`config.mk`:
```
export PLATFORM = sky130hd
export DESIGN_NAME = pc_fetch_ctrl_flat
export DESIGN_NICKNAME = d
export VERILOG_FILES = /design/src/rtl/pc_fetch_ctrl_pkg.sv /design/src/rtl/pc_fetch_ctrl_if.sv /design/src/rtl/pc_redirect_sel.sv /design/src/rtl/pc_fetch_ctrl.sv /design/src/flat_wrapper.sv
export SDC_FILE = /design/constraint.sdc
export NUM_CORES = 1
export LEC_CHECK = 0
export ABC_AREA = 0
export BUFFER_PORTS_ARGS = -buffer_cell sky130_fd_sc_hd__buf_4
export CAP_MARGIN = 20
export CORE_MARGIN = 2
export CORE_UTILIZATION = 30
export CTS_BUF_LIST = sky130_fd_sc_hd__clkbuf_4 sky130_fd_sc_hd__clkbuf_8 sky130_fd_sc_hd__clkbuf_16
export CTS_CLUSTER_DIAMETER = 100
export DETAILED_ROUTE_END_ITERATION = 7
export PLACE_DENSITY_LB_ADDON = 0.12
export SYNTH_ARGS = -nofsm -noshare
export SYNTH_HDL_FRONTEND = slang
export SYNTH_SLANG_ARGS = --single-unit
```
`constraint.sdc`:
```
create_clock -name clk -period 5.35 [get_ports clk]
set_clock_uncertainty 0.2 [all_clocks]
set_input_delay 0.535 -clock clk [delete_from_list [all_inputs] [get_ports clk]]
set_output_delay 0.535 -clock clk [all_outputs]
set_load 0.1 [all_outputs]
```
`src/rtl/pc_fetch_ctrl_pkg.sv`:
```
// Shared types and defaults for the fetch-stage PC sequencer.
// Holds the reset PC, address width, redirect-source and FSM state encodings.
package pc_ctrl_pkg;

    localparam int          PC_W_DEF     = 32;
    localparam logic [31:0] RESET_PC_DEF = 32'hBFC0_0000;

    typedef enum logic [2:0] {
        SRC_NONE,
        SRC_EXC,
        SRC_JR,
        SRC_J,
        SRC_BR
    } redir_src_e;

    typedef enum logic {
        RUN,
        PEND
    } fetch_state_e;

endpackage

```
`src/rtl/pc_fetch_ctrl_if.sv`:
```
// Instruction-memory fetch request port: valid/ready handshake plus address.
// master = fetch controller, slave = instruction memory.
interface pc_fetch_ctrl_if #(
    parameter int PC_W = 32
);
    logic            if_req_valid;
    logic [PC_W-1:0] if_req_addr;
    logic            if_req_ready;

    modport master (
        output if_req_valid,
        output if_req_addr,
        input  if_req_ready
    );

    modport slave (
        input  if_req_valid,
        input  if_req_addr,
        output if_req_ready
    );
endinterface

```
`src/rtl/pc_redirect_sel.sv`:
```
// Combinational priority encoder for redirect requests: exc > jr > j/jal > branch.
// Zero latency; no state, no backpressure.
module pc_redirect_sel
    import pc_ctrl_pkg::*;
#(
    parameter int PC_W = PC_W_DEF
) (
    input  logic            exc_valid,
    input  logic [PC_W-1:0] exc_pc,
    input  logic            jrM,
    input  logic [PC_W-1:0] srca2M,
    input  logic            jumpM,
    input  logic            jalM,
    input  logic [PC_W-1:0] next_jump,
    input  logic            pcsrcM,
    input  logic [PC_W-1:0] pcbranchM,
    output logic            redir,
    output redir_src_e      src,
    output logic [PC_W-1:0] target
);

    always_comb begin
        src    = SRC_NONE;
        target = '0;
        if (exc_valid) begin
            src    = SRC_EXC;
            target = exc_pc;
        end else if (jrM) begin
            src    = SRC_JR;
            target = srca2M;
        end else if (jumpM || jalM) begin
            src    = SRC_J;
            target = next_jump;
        end else if (pcsrcM) begin
            src    = SRC_BR;
            target = pcbranchM;
        end
    end

    assign redir = (src != SRC_NONE);

endmodule

```
`src/rtl/pc_fetch_ctrl.sv`:
```
// Fetch PC register, fetch-request handshake and redirect/flush sequencing.
// Redirect reaches if_req_addr 1 cycle later (PEND: 1 cycle after the stalled request is accepted).
// A presented request holds valid/address until accepted; redirects wait in PEND meanwhile.
// Optional macro DELAY_SLOT_EN: non-exception redirects leave flushE low.
module pc_fetch_ctrl
    import pc_ctrl_pkg::*;
#(
    parameter logic [31:0] RESET_PC = RESET_PC_DEF,
    parameter int          PC_W     = PC_W_DEF
) (
    input  logic              clk,
    input  logic              resetn,
    input  logic              stallF,
    input  logic              exc_valid,
    input  logic [PC_W-1:0]   exc_pc,
    input  logic              jrM,
    input  logic [PC_W-1:0]   srca2M,
    input  logic              jumpM,
    input  logic              jalM,
    input  logic [PC_W-1:0]   next_jump,
    input  logic              pcsrcM,
    input  logic [PC_W-1:0]   pcbranchM,
    pc_fetch_ctrl_if.master   imem,
    output logic [PC_W-1:0]   pcF,
    output logic [PC_W-1:0]   pcplus4F,
    output logic              flush_fetch,
    output logic              flushD,
    output logic              flushE
);

    localparam logic [PC_W-1:0] PC_INC   = PC_W'(4);
    localparam logic [PC_W-1:0] PC_RESET = PC_W'(RESET_PC);

    fetch_state_e    state_q, state_d;
    logic [PC_W-1:0] pc_q, pc_d;
    logic [PC_W-1:0] pend_pc_q, pend_pc_d;
    logic            pend_valid_q, pend_valid_d;
    logic            req_hold_q, req_hold_d;

    logic            redir;
    redir_src_e      src;
    logic [PC_W-1:0] target;
    logic            is_exc;
    logic            req_valid;
    logic            accept;
    logic            ff_raw, fd_raw, fe_raw;

    pc_redirect_sel #(.PC_W(PC_W)) u_sel (
        .exc_valid (exc_valid),
        .exc_pc    (exc_pc),
        .jrM       (jrM),
        .srca2M    (srca2M),
        .jumpM     (jumpM),
        .jalM      (jalM),
        .next_jump (next_jump),
        .pcsrcM    (pcsrcM),
        .pcbranchM (pcbranchM),
        .redir     (redir),
        .src       (src),
        .target    (target)
    );

    assign is_exc    = (src == SRC_EXC);
    assign req_valid = resetn & (req_hold_q | ~stallF);
    assign accept    = req_valid & imem.if_req_ready;

    assign imem.if_req_valid = req_valid;
    assign imem.if_req_addr  = pc_q;
    assign pcF               = pc_q;
    assign pcplus4F          = pc_q + PC_INC;

    // A presented request is committed: hold it until the memory takes it.
    always_comb begin
        req_hold_d = req_hold_q;
        if (accept) begin
            req_hold_d = 1'b0;
        end else if (req_valid) begin
            req_hold_d = 1'b1;
        end
    end

    always_comb begin
        state_d      = state_q;
        pc_d         = pc_q;
        pend_pc_d    = pend_pc_q;
        pend_valid_d = pend_valid_q;
        ff_raw       = 1'b0;
        fd_raw       = 1'b0;
        fe_raw       = 1'b0;
        unique case (state_q)
            RUN: begin
                if (redir) begin
                    fd_raw = 1'b1;
`ifdef DELAY_SLOT_EN
                    fe_raw = is_exc;
`else
                    fe_raw = 1'b1;
`endif
                    if (accept || !req_valid) begin
                        pc_d   = target;
                        ff_raw = accept;
                    end else begin
                        pend_pc_d    = target;
                        pend_valid_d = 1'b1;
                        state_d      = PEND;
                    end
                end else if (accept) begin
                    pc_d = pc_q + PC_INC;
                end
            end
            PEND: begin
                // Only exceptions matter here; other redirects come from flushed wrong-path code.
                if (is_exc) begin
                    pend_pc_d = target;
                    fd_raw    = 1'b1;
                    fe_raw    = 1'b1;
                end
                if (accept) begin
                    pc_d         = is_exc ? target : pend_pc_q;
                    ff_raw       = 1'b1;
                    pend_valid_d = 1'b0;
                    state_d      = RUN;
                end
            end
            default: state_d = RUN;
        endcase
    end

    assign flush_fetch = resetn & ff_raw;
    assign flushD      = resetn & fd_raw;
    assign flushE      = resetn & fe_raw;

    always_ff @(posedge clk or negedge resetn) begin
        if (!resetn) begin
            state_q      <= RUN;
            pc_q         <= PC_RESET;
            pend_pc_q    <= '0;
            pend_valid_q <= 1'b0;
            req_hold_q   <= 1'b0;
        end else begin
            state_q      <= state_d;
            pc_q         <= pc_d;
            pend_pc_q    <= pend_pc_d;
            pend_valid_q <= pend_valid_d;
            req_hold_q   <= req_hold_d;
        end
    end

endmodule
```
`src/flat_wrapper.sv`:
```
// flat-port wrapper written by rule: the top's interface ports become plain ports
module pc_fetch_ctrl_flat import pc_ctrl_pkg::*;
#(
    parameter logic [31:0] RESET_PC = RESET_PC_DEF,
    parameter int          PC_W     = PC_W_DEF
)
  (clk, resetn, stallF, exc_valid, exc_pc, jrM, srca2M, jumpM, jalM, next_jump, pcsrcM, pcbranchM, pcF, pcplus4F, flush_fetch, flushD, flushE, imem_if_req_valid, imem_if_req_addr, imem_if_req_ready);
  pc_fetch_ctrl_if #(.PC_W(PC_W)) imem_i ();
  input  logic clk;
  input  logic resetn;
  input  logic stallF;
  input  logic exc_valid;
  input  logic [PC_W-1:0] exc_pc;
  input  logic jrM;
  input  logic [PC_W-1:0] srca2M;
  input  logic jumpM;
  input  logic jalM;
  input  logic [PC_W-1:0] next_jump;
  input  logic pcsrcM;
  input  logic [PC_W-1:0] pcbranchM;
  output logic [PC_W-1:0] pcF;
  output logic [PC_W-1:0] pcplus4F;
  output logic flush_fetch;
  output logic flushD;
  output logic flushE;
  output wire logic [$bits(imem_i.if_req_valid)-1:0] imem_if_req_valid;
  output wire logic [$bits(imem_i.if_req_addr)-1:0] imem_if_req_addr;
  input wire logic [$bits(imem_i.if_req_ready)-1:0] imem_if_req_ready;
  assign imem_if_req_valid = imem_i.if_req_valid;
  assign imem_if_req_addr = imem_i.if_req_addr;
  assign imem_i.if_req_ready = imem_if_req_ready;
  pc_fetch_ctrl #(.RESET_PC(RESET_PC), .PC_W(PC_W)) u_core (.clk(clk), .resetn(resetn), .stallF(stallF), .exc_valid(exc_valid), .exc_pc(exc_pc), .jrM(jrM), .srca2M(srca2M), .jumpM(jumpM), .jalM(jalM), .next_jump(next_jump), .pcsrcM(pcsrcM), .pcbranchM(pcbranchM), .imem(imem_i), .pcF(pcF), .pcplus4F(pcplus4F), .flush_fetch(flush_fetch), .flushD(flushD), .flushE(flushE));
endmodule
```
; ---- Yosys cells after proc, flatten, opt, wreduce, memory -nomap -nowiden
; Cells that the tools add are included.
[op_classes]
add_sub_neg = 1
n_eq_ne = 6
muxes = 30
bitwise = 7
n_reduce_logical = 7
[ops]
columns = op, count
row1 = $mux W32, 11
row2 = $pmux W32 S2, 2
row3 = $add A32 B3 Y32 const B, 1
row4 = $mux W3, 4
row5 = $mux W1, 10
row6 = $pmux W1 S2, 3
row7 = $and A1 B1 Y1, 4
row8 = $ne A2 B2 Y1 const B, 2
row9 = $eq A3 B1 Y1 const B, 1
row10 = $ne A3 B1 Y1 const B, 1
row11 = $ne A3 B3 Y1 const B, 1
row12 = $reduce_and A3 Y1, 1
row13 = $reduce_bool A3 Y1, 1
row14 = $logic_or A1 B1 Y1, 2
row15 = $ne A2 B1 Y1 const B, 1
row16 = $not A1 Y1, 2
row17 = $reduce_and A2 Y1, 1
row18 = $reduce_bool A2 Y1, 1
row19 = $logic_not A1 Y1, 1
row20 = $or A1 B1 Y1, 1
[totals]
ff_bits = 66
inputBits = 137

; ---- Logic depth before layout (Yosys ltp)
; Gate-level depths: netlist of run 1.
[logic_depth]
ltp_word = 9
mapped_depth = 8

; ---- By module
; Synthesis of run 1 repeated with hierarchy kept, for this count alone.
[unflattened]
cells_unflattened = 637
area_unflattened_um2 = 5318.9
[by_module_without_submodules]
columns = mod, instances, cells_each, area_each_um2, seq_area_each_um2
row1 = pc_fetch_ctrl, 1, 446, 4180.3, 1662.8
row2 = pc_redirect_sel, 1, 191, 1138.6, 0.0

; ---- Worst setup path after synthesis of run 1
; OpenSTA, ideal clock, no wires.
[synth_path]
kind = register to output
startpoint = register u_core.pc_q[2] (netlist: u_core.imem.if_req_addr[2])
endpoint = output pcplus4F[16]
arrival_ns = 3.783
t_required_ns = 4.615
setup_slack_ns = 0.832
path_stages_with_launch = 7
path_cell_list = dfrtp_1 > ha_1 > nand2_1 > nor4_1 > clkbuf_1 > nand2_1 > xnor2_1
[synth_between]
elab_chain_cells = 1
[synth_lines]
columns = element, line_no
row1 = "start, declared", pc_fetch_ctrl.sv:35  ; logic [PC_W-1:0] pc_q, pc_d;
row2 = "start signal, assigned", pc_fetch_ctrl.sv:142  ; pc_q <= pc_d;
row3 = $add A32 B3 Y32, pc_fetch_ctrl.sv:70  ; assign pcplus4F = pc_q + PC_INC;
row4 = "end, declared", flat_wrapper.sv:22  ; output logic [PC_W-1:0] pcplus4F;
; No other way between the ends.

; ---- Final worst setup path of run 1
[layout_path]
startpoint = register u_core.pc_q[5] (netlist: u_core.imem.if_req_addr[5])
endpoint = output pcplus4F[31]
; Same word-level chain as after synthesis.

==> flow_metrics.env, run 1 <==
export IMPL_status="completed"
export IMPL_cp_max_fo=8
export IMPL_endpoint_kind="output pin"
export IMPL_grt_pass1_vias=5082
export IMPL_wirelength_um=18700
export IMPL_cpMaxStageDelayCell="dfrtp_1"
export IMPL_clockRootBuffer="clkbuf_16"
export IMPL_grt_pass1_wl_um=28500
export IMPL_drv_cap=0
export IMPL_synthMuxAreaShare_pct=6.13
export IMPL_vias=5250
export IMPL_synth_xor_area_share_pct=4.96
export IMPL_first_pass_iters=5
export IMPL_ys_warnings_count=0
export IMPL_crit_type="reg -> out"
export IMPL_core_area_sq_um=16000
export IMPL_cts_hold_buf=1
export IMPL_cts_sinks=66
export IMPL_die_y_um=132
export IMPL_fmax_mhz=284
export IMPL_die_area_sq_um=17500
export IMPL_drt_iter0_drc=376
export IMPL_synth_top_area_share_pct=28.9
export IMPL_tns_ns=0
export IMPL_cts_setup_buffers=0
export IMPL_leakagePower_nw=3.14
export IMPL_syn_num_nets=721
export IMPL_path_cells="nand4_2, nor4_4, and2_0, and3_1, xor2_1, buf_4"
export IMPL_synth_largest_area_cell="dfrtp_1"
export IMPL_rsz0062_at_grt="no"
export IMPL_yosys_area_share_simple_pct=14.5
export IMPL_drc=0
export IMPL_hpwl_um=13900
export IMPL_crit_required_ns=4.62
export IMPL_cts_tree="done"
export IMPL_cp_top_family="simple AND/OR/NAND/NOR gates"
export IMPL_cts_resized_gates=0
export IMPL_cp_start_kind="flop"
export IMPL_slew_headroom_pct=34.2
export IMPL_period_minus_slack_ns=3.52
export IMPL_synth_flop_cell="dfrtp_1"
export IMPL_synth_compound_area_share_pct=29.9
export IMPL_hp_class="reg -> reg"
export IMPL_worstMarginPinSlew_ns=0.986
export IMPL_avgViaCountPerCell=5.36
export IMPL_port_buffers=236
export IMPL_final_util_pct=43.3
export IMPL_hold_viol_final=0
export IMPL_synth_seq_area_share_pct=33.7
export IMPL_final_common_cell="buf_4"
export IMPL_antenna_found_initial=0
export IMPL_grt_max_degree=63
export IMPL_syn2layout_area_growth_pct=40.1
export IMPL_antenna_cells=0
export IMPL_grt_ovfl_total=0
export IMPL_grt_use_total_pct=20.8
export IMPL_synth_edf_count=0
export IMPL_ir_drop_mv=0.306
export IMPL_drv_slew=0
export IMPL_timing_hold_ws_ns=0.283
export IMPL_gp_congestion=0.800
export IMPL_final_nets=898
export IMPL_synth_top_family_by_area="compound AO/OA/AOI/OAI gates"
export IMPL_ant_nets=0
export IMPL_synthArstFlopShare_pct=100
export IMPL_cts_made_buffers=9
export IMPL_initial_core_util_pct=30.9
export IMPL_powerDensity_nw_per_um2=592
export IMPL_avgSynthCellArea_sq_um=8.47
export IMPL_critPathBufInv=1
export IMPL_period_share_pct=65.9
export IMPL_most_common_layout_cells="244 x buf_4, 57 x o21ai_0, 57 x dfrtp_1"
export IMPL_cts_buffer_depth=2
export IMPL_ys_types=60
export IMPL_htree_levels=3
export IMPL_netlist_area_sq_um=4940
export IMPL_cts_clk_slew_worst_paths_ns=0.05
export IMPL_pin_count=237
export IMPL_clk_latency_ns=0.34
export IMPL_slowest_delay_ns=0.51
export IMPL_die_x_um=132
export IMPL_drive_gt1_share_pct=38.9
export IMPL_cp_arrival_ns=2.79
export IMPL_routedWlPerCell_um=19.1
export IMPL_finalSetupViolations=0
export IMPL_fillers=1644
export IMPL_rows=46
export IMPL_ys_top_cells_by_area="dfrtp_1 29%, o21ai_0 5.8%, buf_4 5.3%"
export IMPL_synth_seq_cells=66
export IMPL_syn_inst=583
export IMPL_synthAdderAreaFrac_pct=0.253
## synth_stat cells (5+ instances only)
cell type / n
a21o_1: 15
a21oi_1: 48
a221o_1: 5
a221oi_1: 28
a31oi_1: 7
and3_1: 12
buf_2: 9
buf_4: 35
clkbuf_1: 30
dfrtp_1: 57
dfstp_2: 9
inv_1: 13
mux2_1: 14
mux2_2: 12
nand2_1: 52
nand3_1: 7
nor2_1: 38
nor4_1: 10
o21ai_0: 57
o22ai_1: 21
o2bb2ai_1: 14
xnor2_1: 11
xor2_1: 17
## power breakdown
part / total, mW / switching [mW] / internal (mW) / leakage (nW)
clock network: 0.601 / 0.232 / 0.369 / 0.140
logic: 2.65 / 2.09 / 0.554 / 2.23
registers: 0.846 / 0.196 / 0.651 / 0.764
total: 4.10 / 2.52 / 1.57 / 3.14
## flip-flops by register name, summed over array words and instances, names as in the netlist
signal and count:
u_core.imem.if_req_addr 32, u_core.pend_pc_q 32, u_core.req_hold_q 1, u_core.state_q 1
## kinds of logic (layout without fill, tap and decap cells)
| logic type | after synthesis | count (layout) |
|---|---|---|
| xor gates and xnor gates | 28 | 28 |
| and+or+nand+nor | 143 | 143 |
| buffers and inverters | 93 | 274 |
| AOI/OAI and AO/OA | 225 | 225 |
| DFF | 66 | 66 |
| muxes | 27 | 27 |
| adders and majority gates | 1 | 1 |
## worst register-to-register path: stages, from the launching register on
cell,delay (ns)
dfrtp_1,0.93
inv_1,0.49
o21ai_0,0.28
a21oi_1,0.10
a221o_1,0.34
a221o_1,0.35
## per-layer routing
layer	global-route usage (%)	vias to the layer above	wire length, um
met2	33.0	193	8740
met3	4.19	19	1070
li1	-	2488	-
met1	28.4	2550	8510
met5	0	-	0
met4	6.75	0	344
## path summary, 6_finish.rpt
path	from	endpoint	slack [ns]	cells after the start
worst max-delay path	u_core.imem.if_req_addr[5]	pcplus4F[31]	1.83	6
worst min register to register	u_core.pend_pc_q[1]	u_core.pend_pc_q[1]	0.28	2
max in group asynchronous	resetn	u_core.pend_pc_q[5]	3.48	3
min in group asynchronous	resetn	u_core.req_hold_q	0.43	2
worst max register to register	u_core.state_q	u_core.imem.if_req_addr[0]	2.53	5
worst min-delay path	u_core.pend_pc_q[1]	u_core.pend_pc_q[1]	0.28	2
## stage by stage
| step | area [sq um] | power (mW) | instances | setup slack, ns |
|---|---|---|---|---|
| after global routing | 6920 | 4.24 | 980 | 1.62 |
| final | 6920 | 4.10 | 980 | 1.83 |
| after floorplan | 4940 | 2.99 | 583 | 0.832 |
| after global placement | 6590 | 3.48 | 963 | 2.18 |
| after detailed placement | 6590 | 3.50 | 963 | 2.09 |
| after CTS | 6890 | 4.11 | 979 | 1.81 |
## area by class of cell
type	count	area (sq um)	share of cell area, %
multi-input cells	424	2780	40.1
flip-flops and latches	66	1660	24.0
well taps	216	270	3.90
repair buffers	246	1870	27.0
clock inverters	5	55.1	0.795
clock buffers	10	239	3.45
inverters	13	48.8	0.705
Power figures use the tool's default switching activity.
==> run 2: changes to the inputs <==
- clock period: 5.35 -> 3.5 ns (I/O delays scaled with it)
==> run 2 against run 1 <==
  * Hold slack got worse by 0.13 ns
  * Sequential cell count is the same
  * Die area unchanged
  * Non-clock buffer count is 1 higher
==> flow_metrics.env, run 2 (synthesis results as in run 1) <==
export IMPL_hpwl_um=14200
export IMPL_grt_use_total_pct=21.3
export IMPL_r2r_slack_ns=0.98
export IMPL_worst_r2r_cell_count=6
export IMPL_htree_levels=3
export IMPL_reg2reg_from="u_core.imem.if_req_addr[2]"
export IMPL_cp_max_fo=6
export IMPL_hp_class="in -> reg"
export IMPL_avgViaCountPerCell=5.40
export IMPL_netSwitchingPower_mw=3.88
export IMPL_period_minus_slack_ns=3.24
export IMPL_rsz0062_at_grt="no"
export IMPL_gp_congestion=0.857
export IMPL_drt_iter0_drc=366
export IMPL_dp_slack_ns=0.363
export IMPL_internal_power_mw=2.44
export IMPL_clk_latency_ns=0.33
export IMPL_core_area_sq_um=16000
export IMPL_routedWlPerCell_um=19.2
export IMPL_die_y_um=132
export IMPL_endpoint_kind="output pin"
export IMPL_syn2layout_area_growth_pct=46.0
export IMPL_cts_buffer_depth=2
export IMPL_holdCritStartpoint="exc_pc[1]"
export IMPL_hold_viol_final=0
export IMPL_cts_clk_slew_worst_paths_ns=0.06
export IMPL_cts_tree="done"
export IMPL_crit_type="reg -> out"
export IMPL_vias=5307
export IMPL_worst_slack_ns=0.261
export IMPL_holdPathEnd="u_core.pend_pc_q[1]"
export IMPL_powerDensity_nw_per_um2=877
export IMPL_clockRootBuffer="clkbuf_16"
export IMPL_ir_drop_mv=0.503
export IMPL_worstMarginPinSlew_ns=0.984
export IMPL_antenna_cells=0
export IMPL_cts_made_buffers=9
export IMPL_port_buffers=236
export IMPL_status="completed"
export IMPL_initial_core_util_pct=30.9
export IMPL_r2r_end="u_core.imem.if_req_addr[24]"
export IMPL_die_x_um=132
export IMPL_grt_pass1_wl_um=29000
export IMPL_grt_ovfl_total=0
export IMPL_slew_headroom_pct=34.3
export IMPL_leakagePower_nw=3.21
export IMPL_crit_required_ns=2.95
export IMPL_wirelength_um=18800
export IMPL_period_share_pct=92.6
export IMPL_first_pass_iters=5
export IMPL_ant_nets=0
export IMPL_cts_sinks=66
export IMPL_finalSetupViolations=0
export IMPL_final_util_pct=45.1
export IMPL_most_common_layout_cells="245 x buf_4, 57 x o21ai_0, 52 x nand2_1"
export IMPL_switching_share_pct=61.5
export IMPL_grt_max_degree=48
export IMPL_drive_gt1_share_pct=44.3
export IMPL_cts_setup_buffers=0
export IMPL_cp_arrival_ns=2.69
export IMPL_final_nets=899
export IMPL_antenna_found_initial=0
export IMPL_pin_count=237
export IMPL_grt_pass1_vias=5115
export IMPL_pwr_share_clk_pct=13.6
export IMPL_power_frac_comb_pct=65.5
export IMPL_drv_cap=0
export IMPL_hold_depth=3
export IMPL_drv_slew=0
export IMPL_cp_start_kind="flop"
export IMPL_p_seq_share_pct=20.9
export IMPL_drc=0
export IMPL_fmax_mhz=309
export IMPL_final_common_cell="buf_4"
export IMPL_die_area_sq_um=17500
export IMPL_rows=46
==> run 2: cell types whose count changed in the layout (fill, tap and decap cells not counted), moves of 4 or more <==
cell | previous run | this run
clkbuf_4 | 0 | 6
dfrtp_1 | 57 | 44
dfrtp_2 | 0 | 13
nor4_1 | 8 | 3
nor4_2 | 2 | 7
xnor2_1 | 11 | 2
xnor2_2 | 0 | 8
xor2_1 | 17 | 5
xor2_2 | 0 | 4
xor2_4 | 0 | 8
==> run 2: worst max-delay path, stage by stage (launching register included) <==
cell and delay (ns):
dfrtp_2 0.43, ha_1 0.26, nand2_1 0.15, or2_2 0.39, nor4_1 0.62, xnor2_2 0.18, buf_4 0.31
==> run 2: worst max path at each step <==
stage	slack (ns)	startpoint	end
2_1_floorplan	-0.06	u_core.imem.if_req_addr[13]	pcplus4F[15]
6_report	0.26	u_core.imem.if_req_addr[2]	pcplus4F[24]
4_1_cts	0.13	u_core.imem.if_req_addr[22]	pcplus4F[31]
5_1_grt	0.08	u_core.imem.if_req_addr[22]	pcplus4F[31]
3_5_place_dp	0.36	u_core.imem.if_req_addr[22]	pcplus4F[29]
3_3_place_gp	0.39	u_core.imem.if_req_addr[22]	pcplus4F[31]
==> run 2: layer usage <==
metal,up-vias,wire [um],part of all wire [%],GRT usage [%]
met5,-,0,0,0
met4,0,377,2.0,6.81
met3,30,1030,5.5,4.19
met2,188,8890,47,33.9
met1,2607,8550,45,29.0
li1,2482,-,-,-
==> run 2: what timing repair did <==
action	in CTS	in global routing
resized for setup	1	1
hold buffers	1	0
hold endpoints to repair	24	0
endpoints found under the setup margin	2	1
==> run 2: cell type report <==
class	count	area, sq um
Clock buffer	15	270
Clock inverter	1	5.00
Fill cell	1615	8790
Inverter	13	48.8
Multi-Input combinational cell	424	3070
Sequential cell	66	1680
Tap cell	216	270
Timing Repair Buffer	247	1870
==> run 2: stage by stage <==
step           cells  hold WS, ns  setup TNS, ns  area, sq um  total power [mW]
6_report         982        0.151              0         7210              6.32
2_1_floorplan    583       -0.146        -0.0972         5250              4.68
4_1_cts          982        0.141              0         7210              6.36
3_5_place_dp     965       0.0974              0         6920              5.49
5_1_grt          982        0.182              0         7210              6.55
3_3_place_gp     965       0.0915              0         6920              5.46
==> run 2: power by group through the flow <==
| stage | registers [mW] | logic [mW] | clock network [mW] |
|---|---|---|---|
| after global placement | 1.31 | 4.15 | 0 |
| after global routing | 1.37 | 4.27 | 0.917 |
| after CTS | 1.32 | 4.16 | 0.880 |
| after floorplan | 2.06 | 2.63 | 0 |
| after detailed placement | 1.33 | 4.15 | 0 |
| final | 1.32 | 4.14 | 0.860 |
